## config.mk

```make
export PLATFORM = sky130hd
export DESIGN_NAME = duty_cycle_ctrl
export DESIGN_NICKNAME = d
export VERILOG_FILES = /design/src/rtl/duty_cycle_pkg.sv /design/src/rtl/duty_cycle_cfg_slot.sv /design/src/rtl/duty_cycle_ctrl.sv
export SDC_FILE = /design/constraint.sdc
export NUM_CORES = 1
export LEC_CHECK = 0
export CAP_MARGIN = 30
export CELL_PAD_IN_SITES_DETAIL_PLACEMENT = 1
export CELL_PAD_IN_SITES_GLOBAL_PLACEMENT = 2
export CORE_MARGIN = 10
export CORE_UTILIZATION = 38
export CTS_CLUSTER_DIAMETER = 40
export DETAILED_ROUTE_END_ITERATION = 12
export PLACE_DENSITY = 0.79
export SYNTH_ARGS = -nofsm -noshare
export SYNTH_HDL_FRONTEND = slang
export SYNTH_HIERARCHICAL = 1
export SYNTH_SLANG_ARGS = --single-unit
```

## constraint.sdc

```tcl
create_clock -name clk -period 3.9 [get_ports clk]
set_clock_uncertainty 0.05 [all_clocks]
set_input_delay 0.585 -clock clk [delete_from_list [all_inputs] [get_ports clk]]
set_output_delay 0.585 -clock clk [all_outputs]
set_load 0.1 [all_outputs]
```

## src/rtl/duty_cycle_pkg.sv

```systemverilog
// Shared types and defaults for the duty-cycle generator.
package duty_cycle_pkg;

  typedef enum logic [1:0] {
    IDLE  = 2'b00,
    RUN   = 2'b01,
    DRAIN = 2'b10
  } state_t;

  localparam int DEF_CNT_W = 8;

endpackage

```

## src/rtl/duty_cycle_cfg_slot.sv

```systemverilog
// One-entry config holding slot: validates and clamps offers, pulses cfg_err on rejects.
// Ready is the inverse of occupancy; a zero-period offer is dropped without filling the slot.
module duty_cycle_cfg_slot
  import duty_cycle_pkg::*;
#(
  parameter int CNT_W = DEF_CNT_W
) (
  input  logic             clk,
  input  logic             rst_n,
  input  logic             i_cfg_valid,
  input  logic [CNT_W-1:0] i_cfg_period,
  input  logic [CNT_W-1:0] i_cfg_high,
  input  logic             i_take,
  output logic             o_cfg_ready,
  output logic             o_pend_valid,
  output logic [CNT_W-1:0] o_pend_period,
  output logic [CNT_W-1:0] o_pend_high,
  output logic             o_cfg_err
);

  logic             r_pend_valid;
  logic [CNT_W-1:0] r_pend_period;
  logic [CNT_W-1:0] r_pend_high;
  logic             r_cfg_err;
  logic             w_xfer;
  logic             w_reject;
  logic [CNT_W-1:0] w_high_clamped;

  assign w_xfer         = i_cfg_valid && !r_pend_valid;
  assign w_reject       = w_xfer && (i_cfg_period == '0);
  assign w_high_clamped = (i_cfg_high > i_cfg_period) ? i_cfg_period : i_cfg_high;

  // take and accept never coincide: take needs a full slot, accept an empty one
  always_ff @(posedge clk or negedge rst_n) begin
    if (!rst_n) begin
      r_pend_valid  <= 1'b0;
      r_pend_period <= '0;
      r_pend_high   <= '0;
      r_cfg_err     <= 1'b0;
    end else begin
      r_cfg_err <= w_reject;
      if (i_take) begin
        r_pend_valid <= 1'b0;
      end else if (w_xfer && !w_reject) begin
        r_pend_valid  <= 1'b1;
        r_pend_period <= i_cfg_period;
        r_pend_high   <= w_high_clamped;
      end
    end
  end

  assign o_cfg_ready   = !r_pend_valid;
  assign o_pend_valid  = r_pend_valid;
  assign o_pend_period = r_pend_period;
  assign o_pend_high   = r_pend_high;
  assign o_cfg_err     = r_cfg_err;

endmodule

```

## src/rtl/duty_cycle_ctrl.sv

```systemverilog
// Runtime-configurable PWM generator; new settings take effect only on period boundaries.
// Outputs are decoded from registers; dropping en finishes the current period before idling.
module duty_cycle_ctrl
  import duty_cycle_pkg::*;
#(
  parameter int CNT_W      = DEF_CNT_W,
  parameter int DEF_PERIOD = 4,
  parameter int DEF_HIGH   = 1
) (
  input  logic             clk,
  input  logic             rst_n,
  input  logic             en,
  input  logic             cfg_valid,
  output logic             cfg_ready,
  input  logic [CNT_W-1:0] cfg_period,
  input  logic [CNT_W-1:0] cfg_high,
  output logic             out,
  output logic             period_done,
  output logic             busy,
  output logic             cfg_err
);

  state_t           r_state;
  state_t           w_state_nxt;
  logic [CNT_W-1:0] r_cnt;
  logic [CNT_W-1:0] w_cnt_nxt;
  logic [CNT_W-1:0] r_act_period;
  logic [CNT_W-1:0] r_act_high;
  logic             w_wrap;
  logic             w_take;
  logic             w_pend_valid;
  logic [CNT_W-1:0] w_pend_period;
  logic [CNT_W-1:0] w_pend_high;

  duty_cycle_cfg_slot #(.CNT_W(CNT_W)) u_cfg_slot (
    .clk          (clk),
    .rst_n        (rst_n),
    .i_cfg_valid  (cfg_valid),
    .i_cfg_period (cfg_period),
    .i_cfg_high   (cfg_high),
    .i_take       (w_take),
    .o_cfg_ready  (cfg_ready),
    .o_pend_valid (w_pend_valid),
    .o_pend_period(w_pend_period),
    .o_pend_high  (w_pend_high),
    .o_cfg_err    (cfg_err)
  );

  assign w_wrap = (r_cnt == r_act_period - CNT_W'(1));

  always_comb begin
    w_state_nxt = r_state;
    w_cnt_nxt   = r_cnt;
    w_take      = 1'b0;
    case (r_state)
      IDLE: begin
        w_cnt_nxt = '0;
        w_take    = w_pend_valid;
        if (en) w_state_nxt = RUN;
      end
      RUN, DRAIN: begin
        w_cnt_nxt = w_wrap ? '0 : r_cnt + CNT_W'(1);
        w_take    = w_wrap && w_pend_valid;
        // only a drain that reaches its wrap with en still low stops
        if (r_state == DRAIN && w_wrap && !en) w_state_nxt = IDLE;
        else                                   w_state_nxt = en ? RUN : DRAIN;
      end
      default: begin
        w_state_nxt = IDLE;
        w_cnt_nxt   = '0;
      end
    endcase
  end

  always_ff @(posedge clk or negedge rst_n) begin
    if (!rst_n) begin
      r_state      <= IDLE;
      r_cnt        <= '0;
      r_act_period <= CNT_W'(DEF_PERIOD);
      r_act_high   <= CNT_W'(DEF_HIGH);
    end else begin
      r_state <= w_state_nxt;
      r_cnt   <= w_cnt_nxt;
      if (w_take) begin
        r_act_period <= w_pend_period;
        r_act_high   <= w_pend_high;
      end
    end
  end

  assign busy        = (r_state != IDLE);
  assign out         = busy && (r_cnt < r_act_high);
  assign period_done = busy && w_wrap;

endmodule

```

==> results of run 1 <==
placed cells by master (no fill, tap or decap), types with 2 or more instances in the layout:
cell type,instances
dfstp_2,2
a31oi_1,9
a21o_1,2
mux2_2,12
a211o_1,2
nand2_1,10
clkbuf_8,6
mux2_4,12
o21ai_0,11
o21bai_1,2
xnor2_1,6
ha_1,20
nand3_1,11
nand4_1,2
buf_4,4
dfrtp_1,42
nor2_1,21
nor2b_1,2
and3b_2,2
clkdlybuf4s50_1,21
a21oi_1,4
a211oi_1,3
or4_1,2
xor2_1,8
nor3_1,5
or2_2,2
and3_1,2
o31ai_1,2
inv_1,23
area by class of cell:
cell class | count | area share
clock inverter | 2 | 0.0126
tap | 80 | 0.0325
inverter | 23 | 0.0281
timing repair buffer | 27 | 0.0862
clock buffer | 6 | 0.0268
multi-input combinational | 172 | 0.455
sequential | 44 | 0.359
state kept, by name, indices dropped and copies added, names as in the netlist:
| register | flops |
|---|---|
| r_state | 2 |
| r_act_period | 8 |
| u_cfg_slot/o_pend_period | 8 |
| r_act_high | 8 |
| u_cfg_slot/o_pend_valid | 1 |
| u_cfg_slot/o_pend_high | 8 |
| u_cfg_slot/o_cfg_err | 1 |
| r_cnt | 8 |
cells in the mapped netlist (all sizes together):
| cell type | instances |
|---|---|
| nor4b | 1 |
| nor2b | 2 |
| and4 | 1 |
| nand2b | 1 |
| nor2 | 22 |
| dfstp | 2 |
| a21oi | 4 |
| or2 | 2 |
| nand3 | 11 |
| clkbuf | 1 |
| o21ai | 13 |
| xnor2 | 6 |
| a311o | 1 |
| and2b | 1 |
| o31ai | 2 |
| and3b | 3 |
| and4b | 1 |
| nor3 | 6 |
| a221oi | 1 |
| nand4 | 3 |
| ha | 20 |
| nand2 | 10 |
| and3 | 3 |
| inv | 23 |
| mux2 | 24 |
| dfrtp | 42 |
| a2111oi | 1 |
| a211oi | 3 |
| buf | 4 |
| a21o | 2 |
| or4 | 3 |
| a31oi | 9 |
| o211ai | 2 |
| a211o | 2 |
| and2 | 1 |
| a31o | 1 |
| o21bai | 2 |
| xor2 | 8 |
layer usage:
metal / part of all wire / GRT usage / vias up
li1: - / - / 928
met1: 0.48 / 0.155 / 898
met2: 0.49 / 0.205 / 27
met3: 0.022 / 0.0213 / 4
met4: 0.014 / 0.0417 / 0
met5: 0 / 0 / -
cells by family after synthesis:
kind of cell               synth area share
and+or+nand+nor                       0.148
DFF                                   0.418
AOI/OAI and AO/OA                     0.122
buffers and inverters                0.0508
muxes                                 0.120
adders and majority gates            0.0949
xor gates and xnor gates             0.0465
final timing paths:
path	from	end	slack, ps
min reg2reg	u_cfg_slot/o_pend_high[1]	r_act_high[1]	460
max	r_act_period[0]	period_done	950
max reg2reg	r_act_period[0]	u_cfg_slot/o_pend_period[2]	1110
min in group clk	u_cfg_slot/o_pend_high[1]	r_act_high[1]	460
max in group asynchronous	rst_n	r_act_high[0]	3170
min	rst_n	r_cnt[3]	100
power groups by stage:
stage	clock network (mW)	logic, mW	registers, mW
after CTS	0.388	1.18	0.843
after floorplan	0	0.995	0.778
after global placement	0	1.15	0.840
after global routing	0.410	1.29	0.874
final	0.369	1.16	0.835
after detailed placement	0	1.18	0.852
worst max-delay path: stages (launching register included):
cell,delay (ps)
dfrtp_1,420
inv_1,60
ha_1,300
xor2_1,150
nand2_1,110
a2111oi_4,390
o211ai_4,180
nor2_1,120
buf_4,300
metrics by stage:
stage / cell area [sq um] / hold slack [ps] / total power [mW]
4_1_cts: 3080 / 98.8 / 2.41
5_1_grt: 3080 / 98.2 / 2.57
6_report: 3080 / 97.7 / 2.36
3_3_place_gp: 2940 / 439 / 1.99
2_1_floorplan: 2640 / 239 / 1.77
3_5_place_dp: 2960 / 426 / 2.03
==> out/results.txt, run 1 <==
The tree built by TritonCTS fans out to 44 sinks. Across the VDD grid, the largest voltage drop is 0.000212 V. The final critical delay including setup and external delays was 2950 ps; the hold violation total from the final report was 0.

At the placement stage, the worst setup path has a slack of 966 ps. The pre-antenna-repair detailed-routing pass consisted of 4 iterations. In this run the static leakage power is 1.41 nW.

Setup slack of the critical path after layout: 947 ps. In the final layout, the multi-input gates occupy 1400 sq um. The floorplan has 30 rows. The first routing iteration left 33 violations. In this run the power spent charging and discharging nets is 0.947 mW.

The number of global-route vias before repair came out at 2,050. During I/O placement, the number of pins put on the boundary was 25. The clock reaches the later pin of the worst-skew pair after 290 ps. The top-area cell type share of the netlist area was 0.398. After clock tree synthesis, the repair step resized 0 gates. The flow ran to the end, and the final reports show no timing, DRC or antenna violations.

The global router's overall resource usage is 0.123. The logs give 0.352 for the max-slew headroom at the worst pin and 767 for the number of filler instances in the final layout. The final max-slew violation count was 0; the count of cells along the worst register-to-register path was 9. The number of nets in the synthesized netlist is 284. Gate count of the mapped netlist: 244.

The run gives 0.156 as the fraction of power consumed by the clock network. The kind of critical path was reg2out. Relative to the synthesized area, the layout overhead comes to 16.7%. For the maximum achievable frequency, the log shows 339 MHz.

Across the whole layout, storage elements account for 1100 sq um. The count of nets left with antenna violations after detail routing was 0. The run gives 2320 ps as the data arrival time of the critical path. The sequential-to-total area share from yosys stat is 0.418, and the number of setup buffers added after CTS is 0. The first global-routing pass estimated 10,300 microns of wire.

The die is 103 microns tall. Synthesis inferred 44 register bits. The core region is 6760 sq um. For this run, design rule violations remaining after detail routing come to 0. The tools report the starting density of the core as 0.390. The share of final-layout standard cells stronger than drive strength 1 came out at 0.208.

CTS built an H-tree with a depth of 2. Placed wire-length estimate: 4690 microns. The die covers 10,700 sq um. The number of antenna violations at the first check in global routing was 0; the per-cell routed wire length was 16.6 microns. Entering global routing, the biggest net connects 36 pins.

Buffers inserted during clock tree synthesis total 5. The clock passes through at most 2 buffers. The root buffer cell chosen for the clock tree is clkbuf_8. At the worst endpoint, the required time is 3260 ps.

The worst hold path belongs to the class in2async. The run gives 0.353 as the relative contribution of sequential cells to total power. The synthesized netlist contains 51 unique library cells.

The actual transition at the worst max-transition pin is 969 ps. The logs give 0.490 for the combinational fraction of design power and 0 for the number of buffers inserted by hold repair at cts. The count of vias placed by the detailed router was 1,857; the final period utilization was 0.757. After synthesis, the cell types taking the most area are dfrtp_1 40%, ha_1 9.5%, mux2_4 6.8%.

The routability congestion estimate from global placement is 0.756. In this run the power density over the cells is 769 nW/um^2. The overall die width works out to 103 microns. The most area-hungry cell type in the Yosys netlist was dfrtp_1. The count of placed standard cells in the final layout, fillers left out is 354, and the final total negative setup slack is 0 ps. Along the worst path, the maximum fanout reaches 5.

Setup violations remaining at the end of the flow were counted as 0. In this run, placement finished with an instance count of 346. The total overflow left after global routing is 0. The internal portion of the total power is 1.42 mW. At the end of the flow, the number of nets in the layout was 313. TritonCTS built the clock tree. For the share of the core filled with cells in the final layout, the log shows 0.455.

The count of port buffers added during placement works out to 24. Setup repair after global routing left no endpoint under its margin. The mean instance size in the synthesized netlist works out to 10.8 sq um. Clock-pin slew was measured on the worst setup and hold paths at 90 ps. The run gives 5870 microns as the final routed wirelength across all metal layers.

The tools report the critical path startpoint category as a flop. In the routed layout, each cell is associated on average with a via count of 5.25. The net switching fraction of the power is 0.401. The synthesized netlist occupies a cell area of 2640 sq um. Across the run, the number of max-cap violations was 0. Number of antenna repair diodes: 0. For the count of warnings emitted by yosys, the log shows 6. STA classifies the critical path endpoint as an output pin.
(Power assumes the default switching activity.)
==> run 2, diff against run 1 <==
Clock period 3.9 ns to 2.9 ns, I/O delays scaled along.
==> run 2 against run 1 <==
Wire length rose by 2.7%. Sequential share of layout area fell by 0.80 points. Register-to-register slack got worse by 950 ps. Combinational power rose by 45%. Via count rose by 1.4%. Final area rose by 2.5%. Global-route usage fell by 0.25 points. Die area did not move. Sequential cell count did not move. Clock power rose by 4%. Hold slack improved by 370 ps. Critical path type unchanged. Highest routed layer unchanged.
==> out/results.txt, run 2 (synthesized netlist as in run 1, its figures left out) <==
The count of clock tree sinks is 44 (unchanged). The first-pass GRT wire length is 9940 microns (-3.7%). The buffers plus inverters on the worst setup path is 2 (unchanged). The largest stage delay on the critical path is 420 ps (about the same), and the area used by multi-input combinational logic is 1420 sq um (+1.4%). The overall die width was 103 microns (unchanged).

Number of antenna violations at the first check in global routing: 0 (unchanged). The final critical delay including setup and external delays came out at 2760 ps. The average vias per placed instance is 5.25 (about the same), and the die height is 103 microns (unchanged). The tools report the global router's overall resource usage as 0.120 (-0.00254). For the total congestion overflow after global routing, the log shows 0 (unchanged). The count of port buffers added during placement is 24 (unchanged).

On the critical path the largest part of the delay comes from compound AO/OA/AOI/OAI gates. TritonCTS built the clock tree. The slowest stage cell on the critical path is dfrtp_2.

The logs give 318 (+1.6%) for the final net count and 0.390 (unchanged) for the starting density of the core. The worst hold margin is 465 ps (+367 ps). For the floorplan row count, the log shows 30 (unchanged). For the count of placed standard cells in the final layout, fillers left out, the log shows 359 (+1.4%).

For the TritonCTS buffer count, the log shows 5 (unchanged). Leaving out fill and tap cells, the most frequent cell in the layout is dfrtp_1. The tree is rooted in a clkbuf_8. The total of max-cap violations came out at 0 (unchanged). For the DRC violation total after the first TritonRoute iteration, the log shows 38 (+15%). The number of antenna repair diodes is 0 (unchanged).

The total number of H-tree levels is 2 (unchanged). The run gives 4770 microns (+1.7%) as the placed wire-length estimate. The run gives 290 ps (about the same) as the clock latency at the later pin of the worst-skew pair. The routability congestion estimate from global placement is 0.761 (+0.70%).

The tools report the area of the die as 10,700 sq um (unchanged). First-pass iteration count of the detailed router: 4 (unchanged). In this run the worst hold path is classified as reg2reg.

The number of setup buffers added after CTS was 0 (unchanged). From synthesis to final layout, the design area changed by 19.6%. The run gives 0 (unchanged) as the final setup violation count.

The final routed wirelength across all metal layers is 6030 microns (+2.7%), and the count of vias placed by the detailed router is 1,883 (+1.4%). For the pre-CTS worst setup slack, the log shows 72.2 ps (-894 ps). The final total power is 3.19 mW (+35%). The setup path with the least slack is of type reg2out.

The logs give 1.43 nW (+1.7%) for the leakage power summed over all cells and 143 ps (-804 ps) for the setup slack of the critical path after layout. The largest voltage drop on the vdd net came out at 0.000270 V (+28%). The tools report the critical path startpoint category as a flop. The tools report the number of placed instances with taps included as 349 (+0.87%). The clock edge transition at the registers on the reported setup and hold paths was 90 ps (about the same). The tools report the final total negative setup slack as 0 ps (unchanged). The share of final-layout standard cells stronger than drive strength 1 came out at 0.240 (+0.0321). Setup repair after global routing left no endpoint under its margin. The power per cell area came out at 1010 nW/um^2 (+32%). Leaving out fill and tap cells, the most frequent cells in the layout are 40 x dfrtp_1, 23 x inv_1, 20 x nor2_1, 20 x ha_1, 18 x clkdlybuf4s50_1. The run gives 0 (unchanged) as the count of nets left with antenna violations after detail routing. The maximum net fanout on the critical path works out to 5 (unchanged).

The hold violation total from the final report was 0 (unchanged); the register area was 1110 sq um (+0.23%). The signal on the critical path passes through inv_1, ha_1, xor2_1, nand2_1, a2111oi_4, o211ai_4, nor2_4, buf_12. For the number of global-route vias before repair, the log shows 2,063 (+0.63%). The data arrival time of the critical path was 2270 ps (-50 ps); the maximum clock insertion buffer count was 2 (unchanged).

The required time at the endpoint of the critical path came out at 2410 ps (-850 ps). Based on the critical path, the design can be clocked at up to 363 MHz. The run finished with clean final reports.

The logs give 0 (unchanged) for the final max-slew violation count and 0.508 (+0.156) for the max-slew headroom at the worst pin. The logs give 32 (-11%) for the maximum number of pins on one net before global-route repair and 0 (unchanged) for the total DRC errors in the routed layout. The core footprint is 6760 sq um (unchanged).

The tools report the category of the worst setup path capture point as an output pin. The I/O pin count is 25 (unchanged), and the actual transition at the worst max-transition pin is 733 ps (-235 ps). The final period utilization came out at 0.951. The number of filler instances in the final layout is 754 (-1.7%), and the per-cell routed wire length is 16.8 microns (+1.3%).
## run 2: cell types whose count changed in the layout (fill, tap and decap cells not counted), moves of 2 or more
cell / change
buf_12: +3
buf_4: +3
clkdlybuf4s50_1: -3
dfrtp_1: -2
dfrtp_2: +2
## run 2: path summary, 6_finish.rpt
| path | startpoint | endpoint | slack [ps] | depth (start not counted) |
|---|---|---|---|---|
| worst max register to register | r_act_period[0] | u_cfg_slot/o_pend_period[2] | 160 | 9 |
| worst min register to register | r_act_high[3] | r_act_high[3] | 460 | 1 |
| worst max-delay path | r_act_period[0] | period_done | 140 | 8 |
| max in group asynchronous | rst_n | r_act_period[2] | 1720 | 3 |
| worst min-delay path | r_act_high[3] | r_act_high[3] | 460 | 1 |
| min in group asynchronous | rst_n | r_cnt[3] | 530 | 2 |
## run 2: stage by stage
step / instance area [sq um] / utilization
6_report: 3150 / 0.467
5_1_grt: 3150 / 0.467
4_1_cts: 3120 / 0.462
3_5_place_dp: 3020 / 0.447
3_3_place_gp: 3000 / 0.444
2_1_floorplan: 2650 / -
## run 2: repair_timing
item,4_1_cts,5_1_grt
hold endpoints to repair,10,0
hold buffers,1,0
gates resized for setup,0,3
endpoints found under the setup margin,0,13
## run 2: report_power, final
group,internal (mW),leakage [nW],switching [mW]
logic,0.796,0.868,0.884
registers,0.899,0.524,0.228
clock network,0.171,0.0414,0.210
total,1.87,1.43,1.32
## run 2: layer usage
| metal | GRT usage | wire (microns) |
|---|---|---|
| met5 | 0 | 0 |
| met4 | 0.0385 | 66 |
| met1 | 0.140 | 2710 |
| met2 | 0.215 | 3110 |
| met3 | 0.0246 | 138 |
## run 2: layout make-up
class / count / area share
clock buffers: 6 / 0.0230
clock inverters: 2 / 0.00516
inverters: 23 / 0.0274
multi-input cells: 172 / 0.450
flip-flops and latches: 44 / 0.351
well taps: 80 / 0.0317
repair buffers: 32 / 0.112
==> run 3, diff against run 2 <==
Settings changed: CORE_UTILIZATION 38 to 39, CTS_BUF_LIST set to sky130_fd_sc_hd__clkbuf_2, PLACE_DENSITY 0.79 to 0.81.
==> run 3 against run 2 <==
Sequential share of layout area fell by 0.21 points. Wire length rose by 0.96%. Setup slack got worse by 45 ps. Critical path depth fell by 1. First-iteration DRC count rose by 45%. Non-clock buffer count rose by 7. Hold slack got worse by 140 ps. Maximum frequency fell by 1.6%. Critical endpoint unchanged. Highest routed layer unchanged.
==> out/results.txt, run 3 (synthesized netlist as in run 1, its figures left out) <==
The flow ran to the end, and the final reports show no timing, DRC or antenna violations. The total of max-cap violations came out at 0 (unchanged). The worst setup path is captured at an output pin. The slowest stage cell on the critical path is or4_1. The tools report the hold violation total from the final report as 0 (unchanged). The die height works out to 102 microns (-1.0%). The tools report the final setup violation count as 0 (unchanged).

Largest stage delay on the critical path: 530 ps (+110 ps). The clock edge transition at the registers on the reported setup and hold paths is 230 ps (+140 ps), and the starting density of the core is 0.408 (+0.0180). Number of antenna violations at the first check in global routing: 0 (unchanged). The run gives 0 (unchanged) as the final max-slew violation count.

Average vias per placed instance: 5.30 (+1.1%). The floorplan row count was 29 (-3.3%); the global router's overall resource usage was 0.119 (-0.000960). The cell sitting at the root of the clock tree is a clkbuf_2. Worst hold margin: 329 ps (-136 ps). For the area of the die, the log shows 10,500 sq um (-2.1%).

The tools report the launch instance of the worst register-to-register path as r_act_period[0]. The actual transition at the worst max-transition pin is 779 ps (+45.8 ps), and the DRC violation total after the first TritonRoute iteration is 55 (+45%). Routability congestion estimate from global placement: 0.760 (-0.13%).

The commonest non-fill, non-tap cell in the layout is dfrtp_1. The count of cells along the worst register-to-register path was 10 (+1). TritonCTS built the clock tree.

The largest voltage drop on the vdd net was 0.000306 V (+13%); the count of nets left with antenna violations after detail routing was 0 (unchanged). The power per cell area was 989 nW/um^2 (-2.2%); the final total negative setup slack was 0 ps (unchanged). Dominant delay contributor by cell family on the critical path: simple AND/OR/NAND/NOR gates. The max-slew headroom at the worst pin was 0.477 (-0.0307). Setup repair after global routing could not meet its margin everywhere. Placement-stage cell area: 3000 sq um (-0.79%). The logs give 120 ps (-40 ps) for the setup slack of the most critical reg-to-reg path and 25 (unchanged) for the I/O pin count. The count of vias placed by the detailed router came out at 1,924 (+2.2%).

The share of final-layout standard cells stronger than drive strength 1 came out at 0.273 (+0.0326). The tools report the number of global-route vias before repair as 2,012 (-2.5%). Final net count: 325 (+2.2%). The count of port buffers added during placement works out to 24 (unchanged). The min-delay analysis places its worst path in the category in2async. The clock latency at the later pin of the worst-skew pair came out at 410 ps (+120 ps). Reg-to-reg critical path endpoint: u_cfg_slot/o_pend_period[7]. The total number of H-tree levels was 2 (unchanged). The worst setup path is of the reg2out kind. For the TritonCTS buffer count, the log shows 5 (unchanged). The top cell types in the final layout, fill and taps aside, are 41 x dfrtp_1, 23 x inv_1, 19 x nor2_1, 19 x ha_1, 18 x clkdlybuf4s50_1. The tools report the first-pass iteration count of the detailed router as 4 (unchanged). The placed wire-length estimate was 4640 microns (-2.8%); the required time at the endpoint of the critical path was 2410 ps (about the same). The data arrival time of the critical path is 2320 ps (+50 ps).

The overall die width was 102 microns (-1.0%); the final routed wirelength across all metal layers was 6090 microns (+0.96%). The tools report the count of clock tree sinks as 44 (unchanged). The maximum achievable frequency is 357 MHz (-1.6%). Traced cell by cell, the critical path runs through inv_1, ha_2, and3b_2, or4_1, o211ai_4, nor2_2, buf_12. The maximum clock insertion buffer count was 2 (unchanged); the final total power was 3.13 mW (-1.8%). The number of antenna repair diodes was 0 (unchanged); the per-cell routed wire length was 16.8 microns (-0.15%).

The final critical delay including setup and external delays was 2800 ps (+44.9 ps). The total congestion overflow after global routing came out at 0 (unchanged). STA classifies the critical path startpoint as a flop. The buffers plus inverters on the worst setup path works out to 2 (unchanged). For the maximum number of pins on one net before global-route repair, the log shows 45 (+41%). The first-pass GRT wire length is 9880 microns (-0.62%). The maximum net fanout on the critical path works out to 7 (+2). The start point of the critical path was r_act_period[0]. For the total DRC errors in the routed layout, the log shows 0 (unchanged). The post-layout instance area is 3170 sq um (+0.48%). The leakage power summed over all cells was 1.45 nW (+1.5%). The final period utilization came out at 0.966 (+0.0155). The tools report the core footprint as 6460 sq um (-4.4%). The area growth from synthesis to layout came out at 20.2%.
==> run 3: layer usage <==
metal / GRT usage / wire length, microns
met1: 0.148 / 2830
met2: 0.199 / 2970
met3: 0.0229 / 158
met4: 0.0488 / 123
met5: 0 / 0
==> run 3: worst max path at each step <==
stage | endpoint | cells after the start
2_1_floorplan | u_cfg_slot/o_pend_period[4] | 10
3_3_place_gp | u_cfg_slot/o_pend_period[7] | 9
3_5_place_dp | u_cfg_slot/o_pend_period[7] | 9
4_1_cts | period_done | 7
5_1_grt | period_done | 7
6_report | period_done | 7
==> run 3: timing repair <==
| action | 4_1_cts | 5_1_grt |
|---|---|---|
| gates cloned | 0 | 1 |
| resized for setup | 0 | 5 |
| buffers inserted | 4 | 3 |
| endpoints found under the setup margin | 1 | 20 |
| endpoints found under the hold margin | 0 | 9 |
| pin swaps | 2 | 2 |
| hold buffers | 0 | 1 |
==> run 3: power by group <==
group          leakage, nW  switching (mW)  internal [mW]  total [mW]
logic                0.901           0.900          0.844        1.74
clock network       0.0292           0.207         0.0644       0.272
registers            0.525           0.224          0.894        1.12
total                 1.45            1.33           1.80        3.13
==> run 3: layout make-up <==
cell class	count	area, sq um
clock buffers	6	30.0
clock inverters	2	16.3
fillers	738	3290
inverters	23	86.3
multi-input cells	172	1430
flip-flops and latches	44	1100
well taps	77	96.3
repair buffers	39	405
==> run 3: stage by stage <==
step | instances | utilization | setup WS (ps)
after floorplan | 244 | - | 94.7
after global placement | 345 | 0.464 | 179
after detailed placement | 345 | 0.464 | 117
after CTS | 357 | 0.476 | 2.91
after global routing | 363 | 0.491 | -43.4
final | 363 | 0.491 | 98.1
==> RTL change 1 (settings of run 3) <==
Re-encode `state_t` (3 states) as one-hot, 3 bits wide.
--- a/src/rtl/duty_cycle_pkg.sv
+++ b/src/rtl/duty_cycle_pkg.sv
@@ -2,8 +2,8 @@
 package duty_cycle_pkg;
 
-  typedef enum logic [1:0] {
-    IDLE  = 2'b00,
-    RUN   = 2'b01,
-    DRAIN = 2'b10
+  typedef enum logic [2:0] {
+    IDLE  = 3'b001,
+    RUN   = 3'b010,
+    DRAIN = 3'b100
   } state_t;
 
Behaviour: no difference found for any inputs over 10 cycles, from zero or initial values and one cycle with rst_n low; not proved beyond that.
==> RTL change 1 against run 3 <==
Area after synthesis is 0.85% lower; largest cell class unchanged; total power is 7.8% lower; global-route usage is 0.78 points higher; design area is 1.5% lower; die area is 0.68% lower; routed wire length is 0.26% higher; setup slack worse by 0.28 ns; the flow now finishes with violations (setup timing); non-clock buffer count stayed put; sequential share of layout area is 1.3 points higher; cell count is 0.55% lower; combinational power is 14% lower; fmax is 9.0% lower; sequential cell count is 1 higher; critical path type unchanged; highest routed layer unchanged.
==> RTL change 1: results (changes against run 3) <==
root cell of the clock tree - clkbuf_2 (unchanged)
layout cells sized above 1 - 0.250 (was 0.273)
met1 WL - 2730 um (was 2830 um)
critical path's largest stage delay - 0.55 ns (was 0.53 ns)
setup TNS - -0.180 ns (was 0 ns)
placed insts - 347 (was 345)
met2 wire length - 3110 um (was 2970 um)
Via Count - 1936 (was 1924)
GR Util met1 - 0.149 (was 0.148)
met3 GRT Util - 0.0243 (was 0.0229)
DP Wirelength - 4710 um (was 4640 um)
Non-Filler Instances - 361 (was 363)
first-pass GRT wire length - 10500 um (was 9880 um)
r2r setup slk - 0.10 ns (was 0.12 ns)
total power - 2.89 mW (was 3.13 mW)
Avg Cell Area, Syn - 10.8 um2 (about the same)
Place WS - 0.0697 ns (was 0.117 ns)
Initial DRC Count - 62 (was 55)
leading post-synthesis cells by instance count - 42 x dfrtp_1, 23 x nor2_1, 19 x inv_1, 17 x ha_1 (was 42 x dfrtp_1, 23 x inv_1, 21 x nor2_1, 20 x ha_1)
DR WL/cell - 16.9 um (was 16.8 um)
status - finished, violations left (was completed)
Setup crit start kind - flip-flop (unchanged)
Post-CTS Hold Fix Bufs - 1 (was 0)
Switching Power - 1.18 mW (was 1.33 mW)
Critical-path top delay cell - or4_4 (was or4_1)
vias in the first global route - 2089 (was 2012)
Arrival @ worst endpoint - 2.59 ns (was 2.32 ns)
failing checks - setup timing
postcts setup bufs - 3 (was 4)
gr usage total - 0.127 (was 0.119)
final setup margin - -0.180 ns (was 0.0981 ns)
Net count, final - 320 (was 325)
Initial DRT Pass Iterations - 4 (unchanged)
worst flop-to-flop path endpoint - r_act_high[5] (was u_cfg_slot/o_pend_period[7])
largest net degree at the start of global routing - 28 (was 45)
P_comb - 1.50 mW (was 1.74 mW)
Clock Power - 277 uW (was 272 uW)
syn_nets - 279 (was 284)
Final Setup Violations - 1 (was 0)
hold_ws - 0.394 ns (was 0.329 ns)
P_leak - 1.36 nW (was 1.45 nW)
Placed Area - 0.00300 mm2 (about the same)
Worst Max-Slew Pin Slew - 0.683 ns (was 0.779 ns)
Unique masters post-synth - 47 (was 51)
CTS resizes - 3 (was 0)
Seq/Total Area, Yosys - 0.432 (was 0.418)
WL met3 - 163 um (was 158 um)
met2 Use GR - 0.227 (was 0.199)
routability cong. - 0.765 (was 0.760)
reg2reg path depth - 8 (was 10)
worst IR drop on VDD - 0.303 mV (was 0.306 mV)
CP Max Fanout - 3 (was 7)
## RTL change 1: changes by cell type in the layout (fill, tap and decap cells not counted), sizes merged, moves of 2 or more
cell    change
and3b       -3
o31ai       -2
xor2        -3
a21o        -2
a21oi       +3
nand3       +2
nor3b       +2
nand2b      +2
ha          -3
xnor2       +7
inv         -4
nand2       -5
nor2        +2
or4         +2
## RTL change 1: layout make-up
class,count,area [um2]
inverter,19,71.3
clock buffer,6,30.0
sequential,45,1130
multi-input combinational,173,1400
clock inverter,2,15.0
timing repair buffer,39,383
tap,77,96.3
fill,741,3300
## RTL change 1: logic make-up after synthesis
logic type / after synthesis / synth area share
DFF: 45 / 0.432
adders and majority gates: 17 / 0.0813
buffers and inverters: 24 / 0.0440
muxes: 24 / 0.121
AOI/OAI and AO/OA: 40 / 0.104
and+or+nand+nor: 74 / 0.158
xor gates and xnor gates: 18 / 0.0603
==> RTL change 2 (config.mk and constraints of run 3) <==
Made on the original files. Set the package constant `DEF_CNT_W` to 9 (it was 8).
--- a/src/rtl/duty_cycle_pkg.sv
+++ b/src/rtl/duty_cycle_pkg.sv
@@ -8,5 +8,5 @@
   } state_t;
 
-  localparam int DEF_CNT_W = 8;
+  localparam int DEF_CNT_W = 9;
 
 endpackage
Interface: changed (resized cfg_high and cfg_period); port bits go from 25 to 27. The function was not compared with the original's and may differ.
==> RTL change 2 against run 3 <==
The flow now finishes with violations (setup timing); sequential cell count is 5 higher; critical endpoint unchanged; design area grew 38%; sequential share of layout area shrank 6.7 points; setup slack got worse by 0.17 ns; area after synthesis up 39%; non-clock buffer count is 18 higher; highest routed layer unchanged; routed wire length rose by 79%; total power is 25% higher; synthesized cell count is 73% higher; combinational power is 37% higher.
==> RTL change 2: results (changes against run 3) <==
status - finished, violations left (was completed)
failing checks - setup timing
first-pass GRT wire length - 18200 um (was 9880 um)
DR WL/cell - 19.0 um (was 16.8 um)
DP Wirelength - 8110 um (was 4640 um)
max_slew headroom - 0.566 (was 0.477)
setup TNS - -0.0708 ns (was 0 ns)
P_leak - 1.89 nW (was 1.45 nW)
Final Routed Wirelength - 10900 um (was 6090 um)
Final Setup Violations - 1 (was 0)
Mapped Cells - 422 (was 244)
placed insts - 550 (was 345)
Initial DRC Count - 132 (was 55)
Arrival @ worst endpoint - 2.49 ns (was 2.32 ns)
final setup margin - -0.0708 ns (was 0.0981 ns)
Skew-Pair Late Insertion Delay - 0.48 ns (was 0.41 ns)
Unique masters post-synth - 57 (was 51)
Area contributors post-synth - dfrtp_1 32%, ha_1 7.5%, a221oi_1 4.1% (was dfrtp_1 40%, ha_1 9.5%, mux2_4 6.8%)
Net count, final - 503 (was 325)
gr usage total - 0.165 (was 0.119)
layout cells sized above 1 - 0.198 (was 0.273)
worst hold path class - input port to flip-flop (was input port to async pin)
fillers - 1058 (was 738)
Port Buffers - 26 (was 24)
leading post-synthesis cells by instance count - 47 x dfrtp_1, 36 x nor2_1, 31 x nand2_1, 24 x inv_1 (was 42 x dfrtp_1, 23 x inv_1, 21 x nor2_1, 20 x ha_1)
Seq/Total Area, Yosys - 0.335 (was 0.418)
vias per std cell - 5.94 (was 5.30)
routability cong. - 0.757 (was 0.760)
CP Max Fanout - 4 (was 7)
worst IR drop on VDD - 0.713 mV (was 0.306 mV)
vias in the first global route - 3582 (was 2012)
## RTL change 2: cell count changes after synthesis, sizes merged, moves of 9 or more
cell	delta
a21oi	+12
a221oi	+16
a31oi	+10
and3	+15
and4	+9
clkbuf	+20
mux2	-14
nand2	+22
nand3	+12
nor2	+14
o211ai	+11
or4	+13
## RTL change 2: repair_timing
action / CTS / global route
resized for setup: 15 / 11
buffers inserted: 7 / 5
hold buffers: 1 / 0
hold endpoints to repair: 28 / 0
endpoints found under the setup margin: 20 / 21
pin swaps: 6 / 9
## RTL change 2: cell type report
type,instances,area [um2],share of cell area
Multi-Input combinational cell,322,2320,0.531
Sequential cell,49,1230,0.282
Timing Repair Buffer,57,541,0.123
Tap cell,111,139,0.0317
Inverter,24,90.1,0.0206
Clock buffer,5,25.0,0.00572
Clock inverter,3,25.0,0.00572
Antenna cell,1,2.50,0.000572
## RTL change 2: report_power, final
part           internal (mW)  switching (mW)
Clock                 0.0660           0.256
Sequential             0.943           0.259
Combinational          0.967            1.42
## RTL change 2: critical path, stage by stage (launching register included)
cell and delay (ns):
dfrtp_1 0.53, xnor2_2 0.18, or4b_4 0.49, mux2i_2 0.18, o21a_1 0.19, nand3_2 0.12, nor2_4 0.14, buf_12 0.18
## RTL change 2: kinds of logic after synthesis
group / share of synthesized area
compound gates: 0.202
xor+xnor: 0.0430
fa+ha+maj: 0.0750
buf+inv: 0.0580
flops: 0.335
mux: 0.0334
simple gates: 0.254
## RTL change 2: final timing paths
kind / depth (start not counted) / slack (ns) / start / endpoint
worst max-delay path: 7 / -0.07 / r_act_period[7] / period_done
worst min-delay path: 3 / 0.45 / cfg_valid / u_cfg_slot/o_cfg_err
worst max register to register: 11 / 0.09 / r_cnt[8] / u_cfg_slot/o_pend_high[5]
worst min register to register: 1 / 0.51 / u_cfg_slot/o_pend_period[7] / u_cfg_slot/o_pend_period[7]
max in group asynchronous: 3 / 1.84 / rst_n / u_cfg_slot/o_pend_high[2]
min in group asynchronous: 3 / 0.50 / rst_n / r_act_high[2]
## RTL change 2: through the flow
stage,area [um2],setup WS (ns)
after floorplan,3680,-0.0569
after global placement,4130,0.105
after detailed placement,4130,-0.102
after CTS,4290,-0.122
after global routing,4380,-0.202
final,4380,-0.0708
## RTL change 2: routing by layer
metal,vias up,track usage,routed length (um)
met3,12,0.0234,252
met1,1681,0.212,5330
met5,-,0,0
li1,1664,-,-
met4,0,0.0387,138
met2,41,0.285,5170
